[src/rtl/fft_spi_pkg.sv]
// Shared types and defaults for the FFT result SPI link.
package fft_spi_pkg;

    localparam int unsigned FFT_N           = 32;
    localparam int unsigned FFT_MSB         = 16;
    localparam int unsigned SPI_SYNC_STAGES = 2;

    typedef enum logic [1:0] {
        StIdle,
        StRecv,
        StWaitCs
    } rx_state_e;

endpackage

[src/rtl/spi_sync_edge.sv]
// Multi-flop synchronizer for one asynchronous line, with an extra flop for edge detection.
module spi_sync_edge #(
    parameter int unsigned Stages   = 2,
    parameter logic        ResetVal = 1'b0
) (
    input  logic clk,
    input  logic rst_n,
    input  logic d_in,
    output logic level,
    output logic rise,
    output logic fall
);

    // chain_q[Stages-1] is the synchronized level, chain_q[Stages] its previous value.
    logic [Stages:0] chain_q, chain_d;

    always_comb begin
        chain_d = {chain_q[Stages-1:0], d_in};
    end

    always_ff @(posedge clk or negedge rst_n) begin
        if (!rst_n) begin
            chain_q <= {(Stages + 1){ResetVal}};
        end else begin
            chain_q <= chain_d;
        end
    end

    always_comb begin
        level = chain_q[Stages-1];
        rise  = chain_q[Stages-1] & ~chain_q[Stages];
        fall  = ~chain_q[Stages-1] & chain_q[Stages];
    end

endmodule

[src/rtl/fft_spi_rx.sv]
// SPI mode-0 slave that collects one frame of N words, MSB first, and publishes it atomically.
module fft_spi_rx
    import fft_spi_pkg::*;
#(
    parameter int unsigned N   = FFT_N,
    parameter int unsigned MSB = FFT_MSB
) (
    input  logic             clk,
    input  logic             rst_n,
    input  logic             sclk,
    input  logic             mosi,
    input  logic             cs,
    output logic [N*MSB-1:0] data_bus,
    output logic             frame_valid,
    output logic             frame_error,
    output logic             busy
);

    localparam int unsigned BitW  = $clog2(MSB);
    localparam int unsigned IdxW  = $clog2(N);
    localparam int unsigned WordW = IdxW + 1;

    localparam logic [BitW-1:0]  LastBit  = BitW'(MSB - 1);
    localparam logic [WordW-1:0] LastWord = WordW'(N - 1);

    logic sclk_level, sclk_rise, sclk_fall;
    logic mosi_s, mosi_rise, mosi_fall;
    logic cs_level, cs_rise, cs_fall;
    logic cs_low;

    spi_sync_edge #(
        .Stages   (SPI_SYNC_STAGES),
        .ResetVal (1'b0)
    ) u_sync_sclk (
        .clk   (clk),
        .rst_n (rst_n),
        .d_in  (sclk),
        .level (sclk_level),
        .rise  (sclk_rise),
        .fall  (sclk_fall)
    );

    spi_sync_edge #(
        .Stages   (SPI_SYNC_STAGES),
        .ResetVal (1'b0)
    ) u_sync_mosi (
        .clk   (clk),
        .rst_n (rst_n),
        .d_in  (mosi),
        .level (mosi_s),
        .rise  (mosi_rise),
        .fall  (mosi_fall)
    );

    spi_sync_edge #(
        .Stages   (SPI_SYNC_STAGES),
        .ResetVal (1'b1)
    ) u_sync_cs (
        .clk   (clk),
        .rst_n (rst_n),
        .d_in  (cs),
        .level (cs_level),
        .rise  (cs_rise),
        .fall  (cs_fall)
    );

    assign cs_low = ~cs_level;

    logic unused_sync;
    assign unused_sync = ^{sclk_level, sclk_fall, mosi_rise, mosi_fall, cs_fall};

    rx_state_e state_q, state_d;

    logic [MSB-2:0]   shift_q, shift_d;
    logic [BitW-1:0]  bit_cnt_q, bit_cnt_d;
    logic [WordW-1:0] word_cnt_q, word_cnt_d;
    logic [MSB-1:0]   staging_q [N];
    logic [MSB-1:0]   staging_d [N];
    logic [N*MSB-1:0] data_bus_q, data_bus_d;
    logic             frame_valid_q, frame_valid_d;
    logic             frame_error_q, frame_error_d;

    logic [MSB-1:0]   word_full;
    logic [IdxW-1:0]  word_idx;
    logic             bit_take;
    logic             word_done;

    // cs_rise has priority: an sclk edge in the same cycle is dropped.
    always_comb begin
        word_full = {shift_q, mosi_s};
        word_idx  = word_cnt_q[IdxW-1:0];
        bit_take  = (state_q == StRecv) && sclk_rise && !cs_rise;
        word_done = bit_take && (bit_cnt_q == LastBit);
    end

    always_ff @(posedge clk or negedge rst_n) begin
        if (!rst_n) begin
            state_q <= StIdle;
        end else begin
            state_q <= state_d;
        end
    end

    always_comb begin
        state_d = state_q;
        unique case (state_q)
            StIdle: begin
                if (cs_low) begin
                    state_d = StRecv;
                end
            end
            StRecv: begin
                if (cs_rise) begin
                    state_d = StIdle;
                end else if (word_done && (word_cnt_q == LastWord)) begin
                    state_d = StWaitCs;
                end
            end
            StWaitCs: begin
                if (cs_rise) begin
                    state_d = StIdle;
                end
            end
            default: state_d = StIdle;
        endcase
    end

    always_comb begin
        frame_valid_d = (state_q == StWaitCs) && cs_rise;
        frame_error_d = (state_q == StRecv) && cs_rise;
        busy          = (state_q != StIdle);
    end

    always_comb begin
        shift_d    = shift_q;
        bit_cnt_d  = bit_cnt_q;
        word_cnt_d = word_cnt_q;
        staging_d  = staging_q;
        data_bus_d = data_bus_q;

        // Counters restart in IDLE, so an aborted frame leaves no trace in the next one.
        if (state_q == StIdle) begin
            bit_cnt_d  = '0;
            word_cnt_d = '0;
        end else if (bit_take) begin
            shift_d = word_full[MSB-2:0];
            if (word_done) begin
                staging_d[word_idx] = word_full;
                word_cnt_d          = word_cnt_q + 1'b1;
                bit_cnt_d           = '0;
            end else begin
                bit_cnt_d = bit_cnt_q + 1'b1;
            end
        end

        if (frame_valid_d) begin
            for (int k = 0; k < int'(N); k++) begin
                data_bus_d[k*MSB +: MSB] = staging_q[k];
            end
        end
    end

    always_ff @(posedge clk or negedge rst_n) begin
        if (!rst_n) begin
            shift_q       <= '0;
            bit_cnt_q     <= '0;
            word_cnt_q    <= '0;
            staging_q     <= '{default: '0};
            data_bus_q    <= '0;
            frame_valid_q <= 1'b0;
            frame_error_q <= 1'b0;
        end else begin
            shift_q       <= shift_d;
            bit_cnt_q     <= bit_cnt_d;
            word_cnt_q    <= word_cnt_d;
            staging_q     <= staging_d;
            data_bus_q    <= data_bus_d;
            frame_valid_q <= frame_valid_d;
            frame_error_q <= frame_error_d;
        end
    end

    assign data_bus    = data_bus_q;
    assign frame_valid = frame_valid_q;
    assign frame_error = frame_error_q;

endmodule

[config.mk]
export PLATFORM = sky130hd
export DESIGN_NAME = fft_spi_rx
export DESIGN_NICKNAME = d
export VERILOG_FILES = /design/src/rtl/fft_spi_pkg.sv /design/src/rtl/spi_sync_edge.sv /design/src/rtl/fft_spi_rx.sv
export SDC_FILE = /design/constraint.sdc
export NUM_CORES = 1
export LEC_CHECK = 0
export ABC_CLOCK_PERIOD_IN_PS = 2200
export BUFFER_PORTS_ARGS = -buffer_cell sky130_fd_sc_hd__clkbuf_2
export CAP_MARGIN = 20
export CORE_MARGIN = 3
export CORE_UTILIZATION = 37
export CTS_CLUSTER_DIAMETER = 200
export DETAILED_ROUTE_END_ITERATION = 16
export PLACE_DENSITY_LB_ADDON = 0.08
export SETUP_SLACK_MARGIN = 0.4
export SYNTH_ARGS = -nofsm -noshare
export SYNTH_HDL_FRONTEND = slang
export SYNTH_SLANG_ARGS = --single-unit
[constraint.sdc]
create_clock -name clk -period 2.2 [get_ports clk]
set_clock_uncertainty 0.05 [all_clocks]
set_input_delay 0.22 -clock clk [delete_from_list [all_inputs] [get_ports clk]]
set_output_delay 0.22 -clock clk [all_outputs]
set_load 0.1 [all_outputs]
==> results.md, run 1 <==
* Endpoints failing setup at 68
* Number of synthesized register bits at 1,061
* Synth area leader: dfrtp_1
* Synth top area share at 0.661
* Library cell with the highest instance count after synthesis: dfrtp_1
* Routed len/inst at 27.5 µm
* Detailed Place HPWL at roughly 75,000 µm
* DP Area at 0.0461 mm²
* Final hold slack at about 0.19 ns
* Initial antenna violation count at 11
* Net count, final at 3,222
* Layout cells sized above 1 at 0.642
* Main synth FF type: dfrtp_1
* Final GP Congestion at 0.781
* GRT Util Overall at 0.215
* H-tree levels at 3
* Sequential share of power at 0.487
* FMAX at 444 MHz
* Post-synthesis to final-layout area growth at 37.5%
* Status: finished, violations left
* Rows at 120
* DIE AREA at between 0.1 and 0.15 mm²
* Drt total wl at 129,000 µm
* Post-synth ARST share at 1.00
* Fin crit period at about 2.3 ns
* Util after Layout at 0.514
* Worst Hold Depth at 2
* Initial Util at 0.374
* Area of the multi-input gates at 0.0146 mm²
* Via density per instance at between 5 and 6
* Worst Setup Start Kind: flip-flop
* Crit path DAT at 2.77 ns
* Power density cells at 742 mW/mm²
* Core ar. at about 0.11 mm²
* FF/Latch Area at 0.0266 mm²
* Global-route wire length before repair at 177,000 µm
* Pint at roughly 31 mW
* Final Max Tran Viols at 0
* Max_slew headroom at 0.420
* Hold Vio Cnt, Final at 0
* Pin count of the biggest net entering global routing at about 130
* DRC at 0
* Max Cap Viol at 0
* DRT Pass-1 Iters at 5
* Final worst setup slack at -0.0512 ns
* Clk pwr share at 0.473
* Die Span X at 335 µm
* Clock Root Buffer: clkbuf_16
* Avg Cell Area, Syn at 16.7 µm²
* Leak pwr at 28.3 nW
* DR vias at 23,700
* WP data required at 2.72 ns
* Port Buf Inserts at 519
* Sw Pwr at 9.50 mW
* Fill cells at 8,980
* Crit share post-route at 1.02
* TritonCTS buffer count at about 120
* Worst setup EP type: flip-flop
* Failing checks: setup timing
* Post-route cell area at 0.0551 mm²
* Mapped Area at 0.0400 mm²
* Worst vdd ir at 0.614 mV
* Kind of critical path: reg2reg
* Seq/Total Area, Yosys at 0.663
* Worst hold path class: in2reg
* Final antenna-violating net count at 0
* Max FO, Critical Path at 5
* Clock transition at the registers of the reported paths at 0.06 ns
* RSZ-0062 raised after global routing: true
* Yosys cell types at 38
* Sw Ratio at 0.232
* Sum Neg Setup Slack at -1.44 ns
* Die H at roughly 330 µm
* Synth Instances at 2,401
* Syn_nets at ~2,400
* Initial DRC Count at ~1,100
* Post-synth top cells: 1,058 x dfrtp_1, 1,009 x mux2_2, 74 x buf_2
* Clk_lat worst skew at 0.70 ns
* Worst-margin pin slew at 0.868 ns
* EDFF count, synth at 0
* Vias in the first global route at roughly 25,000
* Max Root-Sink Buffers at 3
* Synth area leaders: dfrtp_1 66%, mux2_2 28%, nor4_4 0.96%, buf_2 0.92%, clkbuf_1 0.68%
* Clk sinks at between 1,000 and 1,500
* Remaining global-route overflow at 0
* I/O Pins at between 500 and 600
* R2R cell count at 11
* CTS tree: built
* Logic pwr share at 0.040
* Yosys warnings at 0
through the flow:
| step | setup slack (ns) | instances | power [mW] |
|---|---|---|---|
| 4_1_cts | -0.00432 | 4616 | 41.4 |
| 2_1_floorplan | -0.0856 | 2401 | 20.4 |
| 6_report | -0.0512 | 4709 | 40.9 |
| 3_5_place_dp | -0.0293 | 4307 | 21.9 |
| 5_1_grt | -0.0909 | 4706 | 42.3 |
| 3_3_place_gp | -0.0453 | 4307 | 21.9 |
logic make-up after synthesis:
family / Yosys count / share of synthesized area
mux: 1025 / 0.289
simple gates: 133 / 0.0242
fa+ha+maj: 5 / 0.00156
xor+xnor: 4 / 0.000875
flops: 1061 / 0.663
compound gates: 9 / 0.00134
buf+inv: 164 / 0.0198
power groups by stage:
stage / sequential (mW) / clock, mW / combinational (mW)
after floorplan: 20.0 / 0 / 0.397
after global placement: 20.3 / 0 / 1.61
after detailed placement: 20.3 / 0 / 1.62
after CTS: 19.9 / 19.8 / 1.67
after global routing: 19.9 / 20.6 / 1.75
final: 19.9 / 19.3 / 1.63
path summary, 6_finish.rpt:
check,slack (ns),startpoint,end
min in group asynchronous,0.25,rst_n,staging_q[229]
max in group asynchronous,0.59,rst_n,data_bus[400]
hold / removal,0.19,cs,u_sync_cs.chain_q[0]
setup reg to reg,-0.05,u_sync_cs.chain_q[1],data_bus[220]
setup / recovery,-0.05,u_sync_cs.chain_q[1],data_bus[220]
hold reg to reg,0.30,u_sync_sclk.chain_q[0],u_sync_sclk.chain_q[1]
worst max-delay path, stage by stage (launching register included):
cell	delay (ns)
dfstp_2	0.56
nand2b_4	0.08
buf_6	0.13
nor2_4	0.17
buf_6	0.12
buf_6	0.08
buf_8	0.12
buf_12	0.11
buf_16	0.14
buf_12	0.11
buf_16	0.12
mux2_4	0.30
cell type report:
cell class | count | share of cell area
tap | 1403 | 0.0319
sequential | 1061 | 0.483
timing repair buffer | 855 | 0.151
antenna | 5 | 0.000227
clock inverter | 36 | 0.00818
clock buffer | 170 | 0.0604
multi-input combinational | 1176 | 0.265
inverter | 3 | 0.000205
flip-flops by register name, summed over array words and instances (netlist names):
signal	count
frame_valid	1
shift_q	15
frame_error	1
word_cnt_q	6
u_sync_cs.chain_q	3
data_bus	512
u_sync_mosi.chain_q	2
u_sync_sclk.chain_q	3
state_q	2
staging_q	512
bit_cnt_q	4
routing by layer:
layer / vias up / share of wire / track usage
met3: 170 / 0.052 / 0.0462
li1: 10100 / - / -
met2: 610 / 0.49 / 0.360
met4: 2 / 0.028 / 0.0698
met5: - / 0.00010 / 0
met1: 12800 / 0.43 / 0.278
what timing repair did:
item                       4_1_cts  5_1_grt
buffers inserted                59       35
gates cloned                    39       53
hold buffers                     5        0
setup endpoints to repair     1542     1541
pin swaps                        7       16
hold endpoints to repair       758        0
resized for setup              225      302
placed cells by master, fill, tap and decap left out, drive strengths merged:
cell type and n:
dfrtp 1058, mux2 1024, clkbuf 730, buf 290, nand2 58, clkinv 21
nor4 21, or4 12, nand2b 10, bufinv 9, inv 9, nand3 8
nor2 8, a21oi 6, diode 5, nor3 5, dlygate4sd3 5, ha 5
xnor2 3, dfstp 3, o31ai 2, nand4 2, or3 2, nor3b 1
or2 1, and4bb 1, and3 1, nor2b 1, nand4bb 1, and2 1
xor2 1, mux2i 1, a41oi 1
Note: power is estimated with default switching activity, not from simulation.
==> run 2, diff against run 1 <==
--- a/config.mk
+++ b/config.mk
@@ -5,11 +5,11 @@
 export SDC_FILE = /design/constraint.sdc
 export NUM_CORES = 1
 export LEC_CHECK = 0
-export ABC_CLOCK_PERIOD_IN_PS = 2200
+export ABC_CLOCK_PERIOD_IN_PS = 2600
 export BUFFER_PORTS_ARGS = -buffer_cell sky130_fd_sc_hd__clkbuf_2
 export CAP_MARGIN = 20
 export CORE_MARGIN = 3
-export CORE_UTILIZATION = 37
+export CORE_UTILIZATION = 30
 export CTS_CLUSTER_DIAMETER = 200
 export DETAILED_ROUTE_END_ITERATION = 16
 export PLACE_DENSITY_LB_ADDON = 0.08
==> constraint.sdc (replaced) <==
create_clock -name clk -period 2.6 [get_ports clk]
set_clock_uncertainty 0.05 [all_clocks]
set_input_delay 0.26 -clock clk [delete_from_list [all_inputs] [get_ports clk]]
set_output_delay 0.26 -clock clk [all_outputs]
set_load 0.1 [all_outputs]
==> results.md, run 2 (synthesized netlist as in run 1, its figures left out) <==
* Status: finished, final reports clean (was finished, violations left)
* Remaining global-route overflow at 0 (unchanged)
* Final GP Congestion at 0.755 (was 0.781)
* Clk pwr share at 0.483 (was 0.473)
* CTS tree: built (unchanged)
* Initial Util at 0.303 (was 0.374)
* Via density per instance at 4.62 (was 5.03)
* Power density cells at 678 mW/mm² (was 742 mW/mm²)
* Kind of critical path: reg2reg (unchanged)
* Global-route wire length before repair at 181,000 µm (was 177,000 µm)
* Initial DRC Count at 981 (was 1,084)
* Met2 usage at 0.299 (was 0.360)
* Pin count of the biggest net entering global routing at 87 (was 133)
* Max_slew headroom at 0.326 (was 0.420)
* Rows at 133 (was 120)
* Slowest cell on crit path: and4bb_4 (was dfstp_2)
* Crit path DAT at 2.85 ns (was 2.77 ns)
* Die Span X at 371 µm (was 335 µm)
* Worst setup EP type: flip-flop (unchanged)
* Overall power at 35.3 mW (was 40.9 mW)
* Die H at 371 µm (was 335 µm)
* DR vias at 22,800 (was 23,700)
* Layout cells sized above 1 at 0.627 (was 0.642)
* Core ar. at 0.132 mm² (was 0.107 mm²)
* Routing usage on met1 at 0.237 (was 0.278)
* RSZ-0062 raised after global routing: true (unchanged)
* Placed insts at 4,623 (was 4,307)
* Sw Pwr at 8.39 mW (was 9.50 mW)
* Drt total wl at 130,000 µm (was 129,000 µm)
* R2R cell count at 8 (was 11)
* Max FO, Critical Path at 8 (was 5)
* Routed len/inst at 26.3 µm (was 27.5 µm)
* Met3 Usage GRT at 0.0482 (was 0.0462)
* Clock transition at the registers of the reported paths at 0.06 ns (about the same)
* Most common library cell in the layout ignoring fill and taps: dfrtp_1 (unchanged)
* Detailed Place HPWL at 79,000 µm (was 74,800 µm)
* Max Root-Sink Buffers at 3 (unchanged)
* R2R setup slack at 0.33 ns (was -0.05 ns)
* Worst Setup Start Kind: flip-flop (unchanged)
* CP peak stage delay at 0.42 ns (was 0.56 ns)
* Pint at 26.9 mW (was 31.4 mW)
* Clk_lat worst skew at 0.74 ns (was 0.70 ns)
* Initial antenna violation count at 10 (was 11)
* GRT busiest layer: met2 (unchanged)
* GRT Util Overall at 0.182 (was 0.215)
* Worst vdd ir at 0.511 mV (was 0.614 mV)
* Vias in the first global route at 24,600 (was 24,900)
* Endpoints failing setup at 0 (was 68)
* DRT Pass-1 Iters at 4 (was 5)
* DRC at 0 (unchanged)
* Fin cells at 4,941 (was 4,709)
* DIE AREA at 0.138 mm² (was 0.112 mm²)
* H-tree levels at 3 (unchanged)
* TritonCTS buffer count at 120 (was 115)
* Clk sinks at 1,061 (unchanged)
* Util after Layout at 0.395 (was 0.514)
* Final antenna-violating net count at 0 (unchanged)
* Hold Vio Cnt, Final at 0 (unchanged)
* Worst-margin pin slew at 1.01 ns (was 0.868 ns)
* Net count, final at 3,087 (was 3,222)
* R2R Path Start: u_sync_sclk.chain_q[2] (was u_sync_cs.chain_q[1])
* Sequential share of power at 0.484 (was 0.487)
* FF-to-FF End: staging_q[29] (was data_bus[220])
* Worst hold path class: in2async (was in2reg)
* Final Max Tran Viols at 0 (unchanged)
* FMAX at 440 MHz (was 444 MHz)
* I/O Pins at 520 (unchanged)
* Clock Root Buffer: clkbuf_16 (unchanged)
* Port Buf Inserts at 519 (unchanged)
* Logic pwr share at 0.033 (was 0.040)
* WP data required at 3.17 ns (was 2.72 ns)
* Fin crit period at 2.27 ns (was 2.25 ns)
* Sum Neg Setup Slack at 0 ns (was -1.44 ns)
* CP cell instances: and4bb_4 > buf_12 > nand2_8 > buf_6 > nor4_4 > buf_4 > clkbuf_16 > mux2_2 (was nand2b_4 > buf_6 > nor2_4 > buf_6 > buf_6 > buf_8 > buf_12 > buf_16 > buf_12 > buf_16 > mux2_4)
* Sw Ratio at 0.238 (was 0.232)
* Most frequent cells in the layout: 1,038 x dfrtp_1, 828 x mux2_2, 517 x clkbuf_2, 191 x mux2_4, 139 x clkbuf_16 (was 1,042 x dfrtp_1, 540 x mux2_2, 517 x clkbuf_2, 482 x mux2_4, 158 x clkbuf_16)
* Leak pwr at 26.9 nW (was 28.3 nW)
* Post-synthesis to final-layout area growth at 30.1% (was 37.5%)
* Max Cap Viol at 0 (unchanged)
* Crit share post-route at 0.875 (was 1.02)
[run 2: cell count changes in the layout (fill, tap and decap cells not counted), moves of 19 or more]
cell | before | now
mux2_4 | 482 | 191
mux2_2 | 540 | 828
buf_4 | 96 | 59
buf_16 | 53 | 19
buf_12 | 88 | 65
clkbuf_16 | 158 | 139
[run 2: timing repair]
item,in CTS,in global routing
pin swaps,4,17
buffers inserted,24,26
hold buffers,4,0
gates cloned,12,21
hold endpoints to repair,536,0
endpoints found under the setup margin,699,878
gates resized for setup,72,178
[run 2: layout make-up]
type                    count  area [µm²]
multi-input cells        1178       13600
clock inverters            38         425
inverters                   3        11.3
clock buffers             183        3550
diodes                     10        25.0
flip-flops and latches   1061       26600
repair buffers            713        5740
fillers                 12200       79900
well taps                1755        2200
[run 2: routing by layer]
layer  vias up  share of wire
li1       9880              -
met1     12300           0.44
met2       514           0.48
met3       167          0.059
met4         0          0.025
met5         -              0
[run 2: power by group through the flow]
stage / Sequential (mW) / Clock, mW / Combinational, mW
6_report: 17.1 / 17.0 / 1.18
2_1_floorplan: 16.9 / 0 / 0.325
5_1_grt: 17.1 / 18.3 / 1.29
3_5_place_dp: 17.4 / 0 / 1.16
4_1_cts: 17.1 / 17.7 / 1.20
3_3_place_gp: 17.4 / 0 / 1.14
[run 2: worst max-delay path: cells and delay by family, from the launching register on]
family	cells	cell delay, ns
and+or+nand+nor	3	0.74
buffers and inverters	4	0.66
muxes	1	0.34
DFF	1	0.37
[run 2: worst max path at each step]
| stage | start | to | slack [ns] | depth (start not counted) |
|---|---|---|---|---|
| global route | u_sync_sclk.chain_q[2] | staging_q[29] | 0.28 | 8 |
| detailed placement | bit_cnt_q[0] | staging_q[231] | 0.1 | 6 |
| global placement | bit_cnt_q[0] | staging_q[231] | 0.07 | 6 |
| finish | u_sync_sclk.chain_q[2] | staging_q[29] | 0.33 | 8 |
| CTS | word_cnt_q[0] | staging_q[203] | 0.33 | 5 |
| floorplan | state_q[1] | staging_q[293] | 0.31 | 7 |
[run 2: metrics by stage]
step,setup slack (ns),instance area [µm²],hold WS (ns)
floorplan,0.312,40300,-0.0856
global placement,0.0690,45800,0.201
detailed placement,0.0998,45800,0.205
CTS,0.333,50600,0.00182
global route,0.281,52100,0.0228
finish,0.326,52100,0.0296
